### config.mk
export PLATFORM = sky130hd
export DESIGN_NAME = mipi_rx_idelay_trainer_flat
export DESIGN_NICKNAME = d
export VERILOG_FILES = /design/src/rtl/mipi_rx_idelay_trainer_if.sv /design/src/rtl/mipi_rx_idelay_trainer.sv /design/src/flat_wrapper.sv
export SDC_FILE = /design/constraint.sdc
export NUM_CORES = 1
export LEC_CHECK = 0
export BUFFER_PORTS_ARGS = -buffer_cell sky130_fd_sc_hd__buf_4
export CAP_MARGIN = 25
export CORE_ASPECT_RATIO = 1.25
export CORE_MARGIN = 2
export CORE_UTILIZATION = 61
export CTS_CLUSTER_DIAMETER = 150
export DETAILED_ROUTE_END_ITERATION = 8
export PLACE_DENSITY = 0.8
export RECOVER_POWER = 25
export SYNTH_ARGS = -nofsm -noshare
export SYNTH_HDL_FRONTEND = slang
export SYNTH_SLANG_ARGS = --single-unit
### constraint.sdc
create_clock -name I_clk -period 4 [get_ports I_clk]
set_clock_uncertainty 0.15 [all_clocks]
set_input_delay 0.8 -clock I_clk [delete_from_list [all_inputs] [get_ports I_clk]]
set_output_delay 0.8 -clock I_clk [all_outputs]
set_load 0.02 [all_outputs]
### src/rtl/mipi_rx_idelay_trainer_if.sv
// Control/status bundle between the idelay trainer and its environment.
// The trainer connects through the slave modport; whoever drives start and
// the aligner observations (RX wrapper glue or a bench) uses master.
interface mipi_rx_idelay_trainer_if #(
   parameter int DLY_W = 9
);
   logic             I_start;
   logic             I_hs_valid;
   logic [3:0]       I_lane_error;
   logic [DLY_W-1:0] O_clk_lane_idelay;
   logic [DLY_W-1:0] O_data_lane0_idelay;
   logic [DLY_W-1:0] O_data_lane1_idelay;
   logic [DLY_W-1:0] O_data_lane2_idelay;
   logic [DLY_W-1:0] O_data_lane3_idelay;
   logic             O_busy;
   logic             O_done;
   logic [3:0]       O_lane_fail;

   modport slave (
      input  I_start, I_hs_valid, I_lane_error,
      output O_clk_lane_idelay, O_data_lane0_idelay, O_data_lane1_idelay,
             O_data_lane2_idelay, O_data_lane3_idelay, O_busy, O_done, O_lane_fail
   );

   modport master (
      output I_start, I_hs_valid, I_lane_error,
      input  O_clk_lane_idelay, O_data_lane0_idelay, O_data_lane1_idelay,
             O_data_lane2_idelay, O_data_lane3_idelay, O_busy, O_done, O_lane_fail
   );
endinterface

### src/rtl/mipi_rx_idelay_trainer.sv
// Per-lane input-delay training for the 4-lane MIPI D-PHY RX path.
// Sweeps one common data tap, scores every sweep point per lane from the
// aligner error/valid flags, then places each lane at the centre of its
// widest passing window. Lanes without a usable window fall back to
// DEFAULT_DLY and are flagged in O_lane_fail.
module mipi_rx_idelay_trainer #(
   parameter int DLY_W       = 9,
   parameter int DLY_MAX     = 511,
   parameter int DLY_STEP    = 8,
   parameter int SETTLE_CYC  = 64,
   parameter int DWELL_CYC   = 4096,
   parameter int MIN_PASS    = 4,
   parameter int DEFAULT_DLY = 128,
   parameter int CLK_DLY     = 0
) (
   input  logic                             I_clk,
   input  logic                             I_rst_n,
   mipi_rx_idelay_trainer_if.slave          bus
);

   localparam int NPTS    = DLY_MAX / DLY_STEP + 1;
   localparam int LEN_W   = $clog2(NPTS + 1);
   localparam int CNT_MAX = (SETTLE_CYC > DWELL_CYC) ? SETTLE_CYC : DWELL_CYC;
   localparam int CNT_W   = $clog2(CNT_MAX + 1);
   localparam int SPAN_W  = DLY_W + LEN_W;

   typedef enum logic [2:0] {
      IDLE, SETTLE, DWELL, EVAL, APPLY, DONE
   } state_t;

   state_t             r_state;
   state_t             w_state_nxt;

   logic [CNT_W-1:0]   r_cnt;
   logic [DLY_W-1:0]   r_tap;
   logic [3:0]         r_err;
   logic               r_seen;
   logic               r_busy;
   logic               r_done;
   logic [3:0]         r_lane_fail;
   logic [DLY_W-1:0]   r_dly        [4];
   logic [LEN_W-1:0]   r_cur_len    [4];
   logic [DLY_W-1:0]   r_cur_start  [4];
   logic [LEN_W-1:0]   r_best_len   [4];
   logic [DLY_W-1:0]   r_best_start [4];

   logic               w_start_ok;
   logic               w_settle_end;
   logic               w_dwell_end;
   logic [DLY_W:0]     w_nt;
   logic               w_last_pt;
   logic [3:0]         w_pass;
   logic [3:0]         w_close;
   logic [3:0]         w_new_best;
   logic [3:0]         w_fail;
   logic [LEN_W-1:0]   w_run_len    [4];
   logic [DLY_W-1:0]   w_run_start  [4];
   logic [DLY_W-1:0]   w_centre     [4];

   assign w_start_ok   = ((r_state == IDLE) || (r_state == DONE)) && bus.I_start;
   assign w_settle_end = (r_cnt == CNT_W'(SETTLE_CYC - 1));
   assign w_dwell_end  = (r_cnt == CNT_W'(DWELL_CYC - 1));
   // One bit wider than the tap so the step past DLY_MAX cannot wrap to a low tap.
   assign w_nt         = {1'b0, r_tap} + (DLY_W + 1)'(DLY_STEP);
   assign w_last_pt    = (w_nt > (DLY_W + 1)'(DLY_MAX));

   // Per-lane scoring of the current point plus the centre pick used by APPLY.
   always_comb begin
      // NOTE: every combinational output gets a default before any branch so no latch is inferred.
      w_pass     = '0;
      w_close    = '0;
      w_new_best = '0;
      w_fail     = '0;
      for (int n = 0; n < 4; n++) begin
         w_pass[n]      = r_seen & ~r_err[n];
         w_run_len[n]   = w_pass[n] ? r_cur_len[n] + LEN_W'(1) : r_cur_len[n];
         w_run_start[n] = (w_pass[n] && (r_cur_len[n] == '0)) ? r_tap : r_cur_start[n];
         // The last point closes every run, including one just extended.
         w_close[n]     = ~w_pass[n] | w_last_pt;
         // Strict compare: the lowest of equally long windows is kept.
         w_new_best[n]  = w_close[n] && (w_run_len[n] > r_best_len[n]);
         w_fail[n]      = (r_best_len[n] < LEN_W'(MIN_PASS));
         w_centre[n]    = r_best_start[n] + DLY_W'(((SPAN_W'(r_best_len[n]) - SPAN_W'(1))
                                                     * SPAN_W'(DLY_STEP)) >> 1);
      end
   end

   // Next-state decode of the sweep sequencer.
   always_comb begin
      w_state_nxt = r_state;
      case (r_state)
         IDLE, DONE: if (bus.I_start) w_state_nxt = SETTLE;
         SETTLE:     if (w_settle_end) w_state_nxt = DWELL;
         DWELL:      if (w_dwell_end) w_state_nxt = EVAL;
         EVAL:       w_state_nxt = w_last_pt ? APPLY : SETTLE;
         APPLY:      w_state_nxt = DONE;
         default:    w_state_nxt = IDLE;
      endcase
   end

   // State register.
   always_ff @(posedge I_clk or negedge I_rst_n) begin
      if (!I_rst_n) r_state <= IDLE;
      // NOTE: sequential state uses non-blocking assignments so every flop samples pre-edge values.
      else          r_state <= w_state_nxt;
   end

   // Sweep datapath: counters, sticky flags, run trackers, taps and status.
   always_ff @(posedge I_clk or negedge I_rst_n) begin
      if (!I_rst_n) begin
         r_cnt       <= '0;
         r_tap       <= '0;
         r_err       <= '0;
         r_seen      <= 1'b0;
         r_busy      <= 1'b0;
         r_done      <= 1'b0;
         r_lane_fail <= '0;
         // NOTE: the per-lane arrays are small flop banks, not RAM, so they are reset like any register.
         for (int n = 0; n < 4; n++) begin
            r_dly[n]        <= DLY_W'(DEFAULT_DLY);
            r_cur_len[n]    <= '0;
            r_cur_start[n]  <= '0;
            r_best_len[n]   <= '0;
            r_best_start[n] <= '0;
         end
      end else begin
         case (r_state)
            IDLE, DONE: begin
               if (w_start_ok) begin
                  r_cnt       <= '0;
                  r_tap       <= '0;
                  r_err       <= '0;
                  r_seen      <= 1'b0;
                  r_busy      <= 1'b1;
                  r_done      <= 1'b0;
                  r_lane_fail <= '0;
                  for (int n = 0; n < 4; n++) begin
                     r_dly[n]        <= '0;
                     r_cur_len[n]    <= '0;
                     r_cur_start[n]  <= '0;
                     r_best_len[n]   <= '0;
                     r_best_start[n] <= '0;
                  end
               end
            end
            SETTLE: begin
               r_cnt <= w_settle_end ? '0 : r_cnt + CNT_W'(1);
            end
            DWELL: begin
               r_cnt  <= w_dwell_end ? '0 : r_cnt + CNT_W'(1);
               r_err  <= r_err | bus.I_lane_error;
               r_seen <= r_seen | bus.I_hs_valid;
            end
            EVAL: begin
               for (int n = 0; n < 4; n++) begin
                  if (w_new_best[n]) begin
                     r_best_len[n]   <= w_run_len[n];
                     r_best_start[n] <= w_run_start[n];
                  end
                  r_cur_len[n]   <= w_close[n] ? '0 : w_run_len[n];
                  r_cur_start[n] <= w_run_start[n];
               end
               if (!w_last_pt) begin
                  r_tap  <= w_nt[DLY_W-1:0];
                  r_err  <= '0;
                  r_seen <= 1'b0;
                  for (int n = 0; n < 4; n++) r_dly[n] <= w_nt[DLY_W-1:0];
               end
            end
            APPLY: begin
               r_busy      <= 1'b0;
               r_done      <= 1'b1;
               r_lane_fail <= w_fail;
               for (int n = 0; n < 4; n++)
                  r_dly[n] <= w_fail[n] ? DLY_W'(DEFAULT_DLY) : w_centre[n];
            end
            default: ;
         endcase
      end
   end

   assign bus.O_clk_lane_idelay   = DLY_W'(CLK_DLY);
   assign bus.O_data_lane0_idelay = r_dly[0];
   assign bus.O_data_lane1_idelay = r_dly[1];
   assign bus.O_data_lane2_idelay = r_dly[2];
   assign bus.O_data_lane3_idelay = r_dly[3];
   assign bus.O_busy              = r_busy;
   assign bus.O_done              = r_done;
   assign bus.O_lane_fail         = r_lane_fail;

endmodule

### src/flat_wrapper.sv
// flat-port wrapper written by rule: the top's interface ports become plain ports
module mipi_rx_idelay_trainer_flat 
#(
   parameter int DLY_W       = 9,
   parameter int DLY_MAX     = 511,
   parameter int DLY_STEP    = 8,
   parameter int SETTLE_CYC  = 64,
   parameter int DWELL_CYC   = 4096,
   parameter int MIN_PASS    = 4,
   parameter int DEFAULT_DLY = 128,
   parameter int CLK_DLY     = 0
)
  (I_clk, I_rst_n, bus_I_start, bus_I_hs_valid, bus_I_lane_error, bus_O_clk_lane_idelay, bus_O_data_lane0_idelay, bus_O_data_lane1_idelay, bus_O_data_lane2_idelay, bus_O_data_lane3_idelay, bus_O_busy, bus_O_done, bus_O_lane_fail);
  mipi_rx_idelay_trainer_if #(.DLY_W(DLY_W)) bus_i ();
  input  logic I_clk;
  input  logic I_rst_n;
  input wire logic [$bits(bus_i.I_start)-1:0] bus_I_start;
  input wire logic [$bits(bus_i.I_hs_valid)-1:0] bus_I_hs_valid;
  input wire logic [$bits(bus_i.I_lane_error)-1:0] bus_I_lane_error;
  output wire logic [$bits(bus_i.O_clk_lane_idelay)-1:0] bus_O_clk_lane_idelay;
  output wire logic [$bits(bus_i.O_data_lane0_idelay)-1:0] bus_O_data_lane0_idelay;
  output wire logic [$bits(bus_i.O_data_lane1_idelay)-1:0] bus_O_data_lane1_idelay;
  output wire logic [$bits(bus_i.O_data_lane2_idelay)-1:0] bus_O_data_lane2_idelay;
  output wire logic [$bits(bus_i.O_data_lane3_idelay)-1:0] bus_O_data_lane3_idelay;
  output wire logic [$bits(bus_i.O_busy)-1:0] bus_O_busy;
  output wire logic [$bits(bus_i.O_done)-1:0] bus_O_done;
  output wire logic [$bits(bus_i.O_lane_fail)-1:0] bus_O_lane_fail;
  assign bus_i.I_start = bus_I_start;
  assign bus_i.I_hs_valid = bus_I_hs_valid;
  assign bus_i.I_lane_error = bus_I_lane_error;
  assign bus_O_clk_lane_idelay = bus_i.O_clk_lane_idelay;
  assign bus_O_data_lane0_idelay = bus_i.O_data_lane0_idelay;
  assign bus_O_data_lane1_idelay = bus_i.O_data_lane1_idelay;
  assign bus_O_data_lane2_idelay = bus_i.O_data_lane2_idelay;
  assign bus_O_data_lane3_idelay = bus_i.O_data_lane3_idelay;
  assign bus_O_busy = bus_i.O_busy;
  assign bus_O_done = bus_i.O_done;
  assign bus_O_lane_fail = bus_i.O_lane_fail;
  mipi_rx_idelay_trainer #(.DLY_W(DLY_W), .DLY_MAX(DLY_MAX), .DLY_STEP(DLY_STEP), .SETTLE_CYC(SETTLE_CYC), .DWELL_CYC(DWELL_CYC), .MIN_PASS(MIN_PASS), .DEFAULT_DLY(DEFAULT_DLY), .CLK_DLY(CLK_DLY)) u_core (.I_clk(I_clk), .I_rst_n(I_rst_n), .bus(bus_i));
endmodule
# Word-level counts from Yosys, hierarchy flattened
# Cells that the tools add are included.
[op_classes]
n_addsub = 14
order_cmp = 9
eq_ne = 16
muxes = 54
n_bitwise = 18
reduce_logical = 32
[op_table]
columns = ["cell", "n"]
rows = [
  ["case mux 36 bit (2 select lines)", 2],
  ["two-way mux 9 bit", 14],
  ["case mux 28 bit (2 select lines)", 2],
  ["case mux 36 bit (3 select lines)", 1],
  ["two-way mux 7 bit", 12],
  ["two-way mux 36 bit", 2],
  ["two-way mux 13 bit", 3],
  ["case mux 13 bit (3 select lines)", 1],
  ["adder 9 bit", 4],
  ["adder 7 x 1 -> 7 bit, second input constant", 4],
  ["greater-than comparator 7 bit", 4],
  ["logical NOT 7 bit", 4],
  ["< comparator 7 x 3 -> 1 bit, second input constant", 4],
  ["two-way mux 28 bit", 1],
  ["subtractor 7 x 1 -> 7 bit, second input constant", 4],
  ["AND reduction 3 bit", 8],
  ["case mux 9 bit (2 select lines)", 1],
  ["case mux 3 bit (5 select lines)", 1],
  ["inequality test 2 x 1 -> 1 bit, second input constant", 7],
  ["adder 13 x 1 -> 13 bit, second input constant", 1],
  ["== test 13 x 12 -> 1 bit, second input constant", 1],
  ["== test 13 x 6 -> 1 bit, second input constant", 1],
  ["two-way mux 3 bit", 4],
  ["case mux 4 bit (3 select lines)", 1],
  ["other kinds (22)", 56],
]
[totals]
register_bits = 200
input_bits = 8
word_cells = 171

# Longest topological paths before layout
# Gate-level depths: netlist (run 1).
[depth]
word_depth = 7
ltp_mapped = 14
mapped_depth_nobuf = 11

# Worst setup path before layout (run 1)
# OpenSTA, ideal clock, no wires.
[synth_timing]
path_type = "register to register"
start = "register u_core.r_seen"
end = "register u_core.r_best_start[24] (netlist name)"
setup_ns = 0.125
arrival_time_ns = 3.084
slack_ns = 0.641
stages_incl_launch_ff = 14
n_path_buf = 2
synth_period_minus_slack_ns = 3.359
path_cell_list = "dfrtp_1 -> nor2b_1 -> clkbuf_1 -> and4_1 -> nand3_1 -> xor2_1 -> inv_1 -> ha_1 -> and3_1 -> a221o_1 -> a31oi_1 -> a211oi_4 -> buf_6 -> mux2_4"
[synth_via]
elab_chain_len = 6
word_cells_on_any_way = 12
cone_classes = "order compare: 1; eq/ne: 1; mux: 4; bitwise: 3; reduce/logical: 3"
[synth_lines]
columns = ["item", "line", "rtl"]
rows = [
  ["from (decl)", "mipi_rx_idelay_trainer.sv:37", "logic r_seen;"],
  ["from (signal assigned)", "mipi_rx_idelay_trainer.sv:152", "r_seen <= r_seen | bus.I_hs_valid;"],
  ["bitwise AND 1 bit (*)", "mipi_rx_idelay_trainer.sv:75", "w_pass[n] = r_seen & ~r_err[n];"],
  ["two-way mux 7 bit or NOT 1 bit (tied branches)", "mipi_rx_idelay_trainer.sv:76, mipi_rx_idelay_trainer.sv:79", ""],
  ["greater-than comparator 7 bit or bitwise OR 1 bit (tied branches)", "mipi_rx_idelay_trainer.sv:81, mipi_rx_idelay_trainer.sv:79", ""],
  ["logical AND 1 bit", "mipi_rx_idelay_trainer.sv:81", "w_new_best[n] = w_close[n] && (w_run_len[n] > r_best_len[n]);"],
  ["inequality test 2 x 1 -> 1 bit (no source line)", "--", ""],
  ["AND reduction 3 bit (no source line)", "--", ""],
  ["to (signal, indexed assignment)", "mipi_rx_idelay_trainer.sv:158", "r_best_start[n] <= w_run_start[n];"],
  ["to (decl)", "mipi_rx_idelay_trainer.sv:45", "logic [DLY_W-1:0] r_best_start [4];"],
]
# Every way passes the cells marked *; elsewhere a longest branch is shown, timed or not. The select of a mux whose other input is x is not followed.
# A chain may end at the register's enable or synchronous reset.

# Final worst setup path (run 1)
[layout_timing]
start = "register u_core.r_seen"
end = "register u_core.r_best_start[18] (netlist name)"
# The elaborated chain is that of the path after synthesis.

==> flow_metrics.tcl, run 1 <==
set metrics [dict create \
    die_x_microns 124 \
    ys_top_cells_by_area "dfrtp_1, ha_1, a21oi_1" \
    drc_errors 0 \
    r2r-end "u_core.r_best_start[18]$_DFFE_PN0P_" \
    drv_slew 78 \
    die-area_sq_um 19200 \
    layout_setup_ws_ps 288 \
    htreeDepth 4 \
    worstSetupEndpointType "flop" \
    path_clk_slew_ps 70 \
    synth_top_area_share_pct 43.7 \
    hold_start "u_core.r_cur_start[4]$_DFFE_PN0P_" \
    regArea_sq_um 4930 \
    nNetsFinal 1232 \
    worstSkewPairLatency_ps 450 \
    power.share.clock_pct 23.9 \
    syn_inst 1109 \
    worst_pin_slew_ps 1960 \
    crit_fanout 16 \
    yosysTopAreaCell "dfrtp_1" \
    hold_violations 0 \
    gp_congestion 0.910 \
    grt_pass1_vias 8362 \
    layout_commonest_cell "dfrtp_1" \
    yosysUniqueCellTypes 71 \
    core-area_sq_um 18000 \
    use_met3_pct 5.08 \
    cp.required_ps 4180 \
    yosysWarnings 0 \
    postSynthRegisterBits 197 \
    async_flop_share_pct 100 \
    diodes 0 \
    power_frac_seq_pct 34.7 \
    avgViaCountPerCell 6.08 \
    instances_no_fill 1391 \
    synth_edf_count 0 \
    rrSetupSlack_ps 290 \
    cp-start-kind "flop" \
    pwr_density_cell_nw_per_um2 622 \
    hold_buffers 0 \
    vias 8462 \
    worstHoldPathType "flop to flop" \
    swShare_pct 40.6 \
    p_leak_uw 0.00599 \
    use_met2_pct 45.5 \
    internal-power_uw 4510 \
    ant_nets 0 \
    antenna_found_initial 0 \
    initial_core_util_pct 61.5 \
    worstRegToRegCells 11 \
    synthesis.area_sq_um 11000 \
    wirelength_microns 25700 \
    vdd_ir_drop_max_mv 0.399 \
    use_met1_pct 35.4 \
    cts_sinks 197 \
    fill_cells 1356 \
    die_h_microns 154 \
    combPwrFrac_pct 41.4 \
    critPathKind "flop to flop" \
    grt.busiest_layer "met2" \
    most-common-layout-cells "dfrtp_1, nor2_1, inv_1" \
    r2r-start "u_core.r_seen$_DFFE_PN0P_" \
    cts_tree "built" \
    holdWs_ps 330 \
    finalSetupTns_ps 0 \
    fmax_ghz 0.269 \
    rsz0062_at_grt "no" \
    power_switching_uw 3080 \
    routedWlPerCell_microns 18.5 \
    setup-violations-final 0 \
    finalCriticalPeriod_ps 3710 \
    period_share_pct 92.8 \
    cts_made_buffers 17 \
    port_buffers 49 \
    critPathArrivalTime_ps 3890 \
    violations "capacitance limit, slew limit" \
    max-cap-violations 1 \
    final_layout_size_suffix_gt1_share_pct 12.0 \
    dp_cells 1359 \
    grt_start_max_net_pins 79 \
    hold_path_depth 1 \
    yosysSeqAreaShare_pct 44.7 \
    dp_hpwl_microns 18200 \
    relSlewSlack_pct -30.7 \
    multi_input_area_sq_um 5550 \
    synth_ff_type "dfrtp_1" \
    firstDrtPassIters 5 \
    std_cell_rows 55 \
    cts-root-buf "clkbuf_16" \
    syn_avg_cell_area_sq_um 9.96 \
    area_growth_pct 10.4 \
    drtIter0Drc 559 \
    postLayoutCoreUtil_pct 67.9 \
    dp_worst_setup_slack_ps 353 \
    grt_usage_pct 27.8 \
    status "complete, but fails checks" \
    io_pins 59 \
    holdPathEnd "u_core.r_cur_start[4]$_DFFE_PN0P_" \
    grt_pass1_wl_microns 42700 \
    clockBufferDepth 2 \
    overflow 0 \
]
==> per-stage QoR <==
step	power, uW	instance area, sq um
after floorplan	4900	11100
after detailed placement	5760	11600
after global routing	8060	12200
after global placement	5690	11600
final	7590	12200
after CTS	7590	12200
==> worst max-delay path, cell delays in order, from the launching register on <==
cell and delay [ps]:
dfrtp_1 450, nor2b_1 350, and4_1 320, nand3_1 110, xor2_1 230, inv_1 70, ha_1 290, and3_1 200
a221o_1 150, a31oi_1 80, a211oi_4 780, mux2_2 420
==> cells in the mapped netlist, drive strengths merged (3+ instances only) <==
cell	number
a211oi	4
a21o	20
a21oi	68
a221o	6
a22o	24
a31oi	17
and2	8
and3	16
and4	7
buf	42
clkbuf	13
dfrtp	193
dfstp	4
fa	4
ha	70
inv	76
mux2	20
mux2i	25
nand2	74
nand2b	11
nand3	32
nand3b	4
nand4	11
nand4b	4
nor2	87
nor2b	15
nor3	12
nor4	7
o211ai	8
o21a	8
o21ai	68
o21bai	3
o22ai	19
o2bb2ai	26
o31ai	5
or2	5
or3	4
xnor2	35
xor2	30
==> layout make-up <==
class | instances | share of cell area (%)
Sequential cell | 197 | 40.5
Inverter | 76 | 2.34
Tap cell | 228 | 2.34
Clock buffer | 20 | 3.83
Multi-Input combinational cell | 789 | 45.5
Timing Repair Buffer | 69 | 4.27
Clock inverter | 12 | 1.25
==> registers in the layout, summed over array words and instances (netlist names), 3 cells and up <==
register                        count
u_core.r_cur_len                   28
u_core.r_tap                        6
u_core.bus.O_data_lane2_idelay      9
u_core.bus.O_lane_fail              4
u_core.r_best_len                  28
u_core.r_state                      3
u_core.bus.O_data_lane1_idelay      9
u_core.r_best_start                36
u_core.r_cur_start                 36
u_core.r_err                        4
u_core.bus.O_data_lane0_idelay      9
u_core.r_cnt                       13
u_core.bus.O_data_lane3_idelay      9
==> worst max-delay path by stage <==
| stage | to | cells after the start | start |
|---|---|---|---|
| after floorplan | u_core.r_best_start[24]$_DFFE_PN0P_ | 13 | u_core.r_seen$_DFFE_PN0P_ |
| after global placement | u_core.r_best_start[19]$_DFFE_PN0P_ | 11 | u_core.r_seen$_DFFE_PN0P_ |
| after detailed placement | u_core.r_best_start[20]$_DFFE_PN0P_ | 11 | u_core.r_seen$_DFFE_PN0P_ |
| after CTS | u_core.r_best_start[18]$_DFFE_PN0P_ | 11 | u_core.r_seen$_DFFE_PN0P_ |
| after global routing | u_core.r_best_start[18]$_DFFE_PN0P_ | 11 | u_core.r_seen$_DFFE_PN0P_ |
| final | u_core.r_best_start[18]$_DFFE_PN0P_ | 11 | u_core.r_seen$_DFFE_PN0P_ |
==> power by group through the flow <==
stage / clock, uW / sequential (uW) / combinational (uW)
after floorplan: 0 / 2690 / 2210
after global placement: 0 / 2650 / 3030
after detailed placement: 0 / 2660 / 3100
after CTS: 1830 / 2630 / 3130
after global routing: 1900 / 2680 / 3470
final: 1810 / 2630 / 3140
==> cell families (layout without fill, tap and decap cells) <==
| family | count (synthesis) | count (layout) | synth area share (%) |
|---|---|---|---|
| AOI/OAI and AO/OA | 292 | 292 | 17.9 |
| and+or+nand+nor | 303 | 303 | 13.6 |
| xor gates and xnor gates | 65 | 65 | 5.15 |
| buffers and inverters | 131 | 177 | 5.48 |
| muxes | 45 | 45 | 4.41 |
| adders and majority gates | 75 | 75 | 8.75 |
| DFF | 197 | 197 | 44.7 |
| other | 1 | 9 | 0.0339 |
==> layer usage <==
layer	up-vias	wire, microns
li1	4010	-
met1	4163	10900
met2	208	12500
met3	81	1140
met4	0	1200
met5	-	0
==> timing repair <==
action / in CTS / in global routing
buffers inserted: 0 / 0
endpoints found under the setup margin: 0 / 1
gates resized for setup: 0 / 0
Power figures use the tool's default switching activity.
==> run 2: changes to the inputs <==
Settings changed: CORE_UTILIZATION 61 to 56, PLACE_DENSITY 0.8 to 0.77.
Clock period 4 ns to 3 ns, I/O delays scaled along.
==> run 2 against run 1 <==
Effect of this change: the run ends with capacitance limit, slew limit, setup timing left; critical path depth unchanged; count of clock-buffer cells in the layout up 3; cell area rose by 9.8%; flip-flop and latch count stayed put; core utilization increased by 1.1 points; clock power up 27%; global-route usage is 0.59 points lower; register-to-register slack got worse by 340 ps; hold slack worse by 83 ps; wire length grew 12%; sequential power rose by 32%; largest power group unchanged.
==> flow_metrics.tcl, run 2 (synthesis results as in run 1) <==
set metrics [dict create \
    internal-power_uw 6480 \
    swShare_pct 40.3 \
    worstSetupEndpointType "flop" \
    dp_hpwl_microns 19700 \
    hold_buffers 0 \
    diodes 0 \
    reg_top3 "u_core.r_best_start (36), u_core.r_cur_start (36)" \
    die_x_microns 130 \
    gp_congestion 0.880 \
    power.share.clock_pct 21.2 \
    ant_nets 0 \
    antenna_found_initial 0 \
    cts_made_buffers 17 \
    overflow 0 \
    final_layout_size_suffix_gt1_share_pct 22.5 \
    max-cap-violations 1 \
    wirelength_microns 28800 \
    avgViaCountPerCell 5.92 \
    grt_pass1_wl_microns 44500 \
    period_share_pct 102 \
    instances_no_fill 1515 \
    port_buffers 49 \
    drv_slew 73 \
    layout_setup_ws_ps -56.8 \
    dp_cells 1465 \
    hold_violations 0 \
    area_growth_pct 21.2 \
    initial_core_util_pct 57.0 \
    violations "capacitance limit, slew limit, setup timing" \
    die-area_sq_um 20900 \
    holdWs_ps 248 \
    firstDrtPassIters 7 \
    critPathKind "flop to flop" \
    routedWlPerCell_microns 19.0 \
    grt_pass1_vias 8880 \
    die_h_microns 161 \
    rsz0062_at_grt "yes" \
    cp-start-kind "flop" \
    htreeDepth 4 \
    finalCriticalPeriod_ps 3060 \
    p_leak_uw 0.00649 \
    most-common-layout-cells "dfrtp_1, buf_4, nor2_1" \
    vdd_ir_drop_max_mv 0.531 \
    vias 8962 \
    power_switching_uw 4360 \
    fmax_ghz 0.327 \
    std_cell_rows 57 \
    grt_start_max_net_pins 74 \
    finalSetupTns_ps -470 \
    crit_fanout 5 \
    cts_sinks 197 \
    relSlewSlack_pct -24.5 \
    critPathArrivalTime_ps 3230 \
    pwr_density_cell_nw_per_um2 810 \
    io_pins 59 \
    drc_errors 0 \
    cp.required_ps 3180 \
    clockBufferDepth 2 \
    setup-violations-final 17 \
    layout_commonest_cell "dfrtp_1" \
    worstHoldPathType "primary input to flop" \
    core-area_sq_um 19400 \
    worst_pin_slew_ps 1870 \
    cts-root-buf "clkbuf_16" \
    dp_worst_setup_slack_ps -320 \
    nNetsFinal 1319 \
    path_clk_slew_ps 70 \
    cts_tree "built" \
    combPwrFrac_pct 46.8 \
    drtIter0Drc 653 \
    power_frac_seq_pct 32.0 \
    status "complete, but fails checks" \
    worstSkewPairLatency_ps 440 \
    grt_usage_pct 27.2 \
]
run 2: worst max-delay path, stage by stage (launching register included):
cell and delay (ps):
dfrtp_1 410, ha_1 220, and4_4 200, buf_4 140, xor2_2 150, ha_1 280, and3_4 180, a221o_1 370
a31oi_4 230, a211oi_4 120, clkbuf_16 190, mux2_4 290
run 2: routing by layer:
metal / wire length (microns) / global-route usage, % / share of wire, % / vias to the layer above
met5: 0 / 0 / 0 / -
met4: 1020 / 11.7 / 3.5 / 0
met3: 1420 / 6.29 / 4.9 / 72
met2: 14500 / 45.8 / 50 / 268
met1: 11800 / 33.3 / 41 / 4438
li1: - / - / - / 4184
run 2: final timing paths:
check | from | endpoint | slack [ps] | depth (start not counted)
min reg2reg | u_core.r_cur_start[5]$_DFFE_PN0P_ | u_core.r_cur_start[5]$_DFFE_PN0P_ | 330 | 1
min | bus_I_lane_error[0] | u_core.r_err[0]$_DFFE_PN0P_ | 250 | 3
max reg2reg | u_core.r_cur_len[14]$_DFFE_PN0P_ | u_core.r_best_start[21]$_DFFE_PN0P_ | -60 | 11
min in group asynchronous | I_rst_n | u_core.r_best_len[26]$_DFFE_PN0P_ | 510 | 1
max | u_core.r_cur_len[14]$_DFFE_PN0P_ | u_core.r_best_start[21]$_DFFE_PN0P_ | -60 | 11
max in group asynchronous | I_rst_n | u_core.r_cur_len[10]$_DFFE_PN0P_ | 430 | 2
run 2: metrics by stage:
step	util, %	instance area [sq um]	power [uW]
3_5_place_dp	63.1	12200	8090
6_report	69.0	13400	10800
3_3_place_gp	63.0	12200	7930
4_1_cts	66.8	13000	10500
2_1_floorplan	-	11100	6580
5_1_grt	69.0	13400	11500
run 2: final cells by class:
cell class,count,area [sq um]
clock buffers,23,478
multi-input cells,789,5990
clock inverters,9,103
flip-flops and latches,197,4930
fillers,1443,6010
repair buffers,156,1270
inverters,76,285
well taps,265,332
run 2: power by group through the flow:
stage	logic, uW	registers, uW	clock network [uW]
2_1_floorplan	2980	3590	0
3_3_place_gp	4460	3470	0
3_5_place_dp	4600	3500	0
4_1_cts	4790	3460	2300
5_1_grt	5520	3530	2410
6_report	5070	3470	2300
run 2: timing repair:
item,CTS,global route
cloned,1,1
endpoints found under the setup margin,64,61
pin swaps,3,21
buffers inserted,5,11
gates resized for setup,17,54
==> run 3: changes to the inputs <==
Settings changed: REMOVE_ABC_BUFFERS set to 1.
==> run 3 against run 2 <==
Effect of this change: cell count shrank 1.1%; die area did not move; combinational power shrank 1%; fmax decreased by 1.8%; flip-flop and latch count unchanged; non-clock buffer count is 16 lower; power increased by 0.92%; count of clock-buffer cells in the layout is 1 lower; the run still ends with capacitance limit, slew limit, setup timing left; highest routed layer unchanged; setup slack got worse by 55 ps.
==> flow_metrics.tcl, run 3 (synthesis results as in run 1) <==
set metrics [dict create \
    pwr_density_cell_nw_per_um2 830 \
    wirelength_microns 28100 \
    clockBufferDepth 2 \
    worstRegToRegCells 12 \
    critPathArrivalTime_ps 3280 \
    area_growth_pct 19.3 \
    r2r-end "u_core.r_best_start[18]$_DFFE_PN0P_" \
    status "complete, but fails checks" \
    dpl_cell_area_sq_um 12100 \
    path_clk_slew_ps 70 \
    die-area_sq_um 20900 \
    relSlewSlack_pct -20.6 \
    routedWlPerCell_microns 18.8 \
    p_leak_uw 0.00642 \
    cp-endpoint "u_core.r_best_start[18]$_DFFE_PN0P_" \
    crit_fanout 5 \
    drc_errors 0 \
    rsz0062_at_grt "yes" \
    cp.required_ps 3170 \
    nNetsFinal 1303 \
    fmax_ghz 0.321 \
    avgViaCountPerCell 5.96 \
    regArea_sq_um 4930 \
    cts-root-buf "clkbuf_16" \
    die_h_microns 161 \
    diodes 0 \
    core-area_sq_um 19400 \
    rrSetupSlack_ps -110 \
    stdcell_area_sq_um 13200 \
    grt_pass1_vias 8697 \
    setup-violations-final 40 \
    fill_cells 1453 \
    dp_hpwl_microns 19600 \
    std_cell_rows 57 \
    worstHoldPathType "primary input to flop" \
    firstDrtPassIters 6 \
    worst_pin_slew_ps 1810 \
    layout_commonest_cell "dfrtp_1" \
    worstSetupEndpointType "flop" \
    vdd_ir_drop_max_mv 0.530 \
    grt_start_max_net_pins 71 \
    postLayoutCoreUtil_pct 67.9 \
    cp-startpoint "u_core.r_seen$_DFFE_PN0P_" \
    violations "capacitance limit, slew limit, setup timing" \
    drv_slew 71 \
    holdWs_ps 256 \
    cts_sinks 197 \
    io_pins 59 \
    finalCriticalPeriod_ps 3110 \
    final_layout_size_suffix_gt1_share_pct 20.4 \
    period_share_pct 104 \
    hold_violations 0 \
    overflow 0 \
    drtIter0Drc 703 \
    die_x_microns 130 \
    most-common-layout-cells "dfrtp_1, buf_4, nor2_1" \
    multi_input_area_sq_um 5890 \
    grt_pass1_wl_microns 44700 \
    max-cap-violations 1 \
    grt_usage_pct 27.2 \
    cts_tree "built" \
    r2r-start "u_core.r_seen$_DFFE_PN0P_" \
    cts_made_buffers 17 \
    htreeDepth 4 \
    critPathKind "flop to flop" \
    initial_core_util_pct 57.0 \
    cp-start-kind "flop" \
    port_buffers 49 \
    vias 8940 \
    gp_congestion 0.912 \
    worstSkewPairLatency_ps 440 \
    ant_nets 0 \
    reg_top3 "u_core.r_best_start (36), u_core.r_cur_start (36)" \
    layout_setup_ws_ps -112 \
    antenna_found_initial 0 \
]
run 3: worst min-delay path by stage:
stage,from,to,slack (ps),depth (start not counted)
after floorplan,I_rst_n,u_core.bus.O_busy$_DFFE_PN0P_,150,0
after global placement,u_core.r_cur_start[25]$_DFFE_PN0P_,u_core.r_cur_start[25]$_DFFE_PN0P_,310,1
after detailed placement,u_core.r_cur_start[21]$_DFFE_PN0P_,u_core.r_cur_start[21]$_DFFE_PN0P_,320,1
after CTS,I_rst_n,u_core.r_best_len[21]$_DFFE_PN0P_,40,1
after global routing,bus_I_lane_error[0],u_core.r_err[0]$_DFFE_PN0P_,260,3
final,bus_I_hs_valid,u_core.r_seen$_DFFE_PN0P_,260,3
run 3: power breakdown:
part / internal, uW / switching, uW / leakage [uW]
Sequential: 3100 / 398 / 0.00268
Clock: 1390 / 1040 / 0.000303
Combinational: 2020 / 3000 / 0.00344
Total: 6510 / 4430 / 0.00642
run 3: timing repair:
action,in CTS,in global routing
gates cloned,1,0
gates resized for setup,26,45
hold buffers,0,0
pin swaps,7,22
setup buffers,9,4
setup endpoints to repair,64,66
run 3: cell type report:
| cell class | instances | area share, % |
|---|---|---|
| multi-input combinational | 789 | 44.7 |
| sequential | 197 | 37.4 |
| timing repair buffer | 140 | 8.52 |
| clock buffer | 22 | 3.60 |
| tap | 265 | 2.52 |
| inverter | 76 | 2.16 |
| clock inverter | 10 | 1.10 |
run 3: metrics by stage:
step / instances / worst slack, ps / TNS [ps] / total power [uW]
global placement: 1454 / -190 / -3330 / 7860
detailed placement: 1454 / -254 / -7230 / 8010
global route: 1499 / -234 / -9490 / 11600
CTS: 1495 / -97.9 / -1160 / 10700
floorplan: 1062 / -681 / -39270 / 6290
finish: 1499 / -112 / -1610 / 10900
run 3: worst max-delay path, cell delays in order (launching register included):
cell,delay (ps)
dfrtp_1,400
nor2b_4,200
and4_1,230
nand3_1,100
xor2_1,180
inv_1,110
ha_4,290
and3_4,190
a221o_1,190
a31oi_4,60
a211oi_4,390
clkbuf_16,230
mux2_4,290
run 3: routing by layer:
| layer | GRT usage, % | wire, microns | up-vias |
|---|---|---|---|
| met5 | 0 | 0 | - |
| met4 | 9.53 | 939 | 0 |
| met3 | 6.03 | 1520 | 65 |
| met2 | 44.8 | 14000 | 254 |
| met1 | 35.6 | 11700 | 4454 |
| li1 | - | - | 4167 |
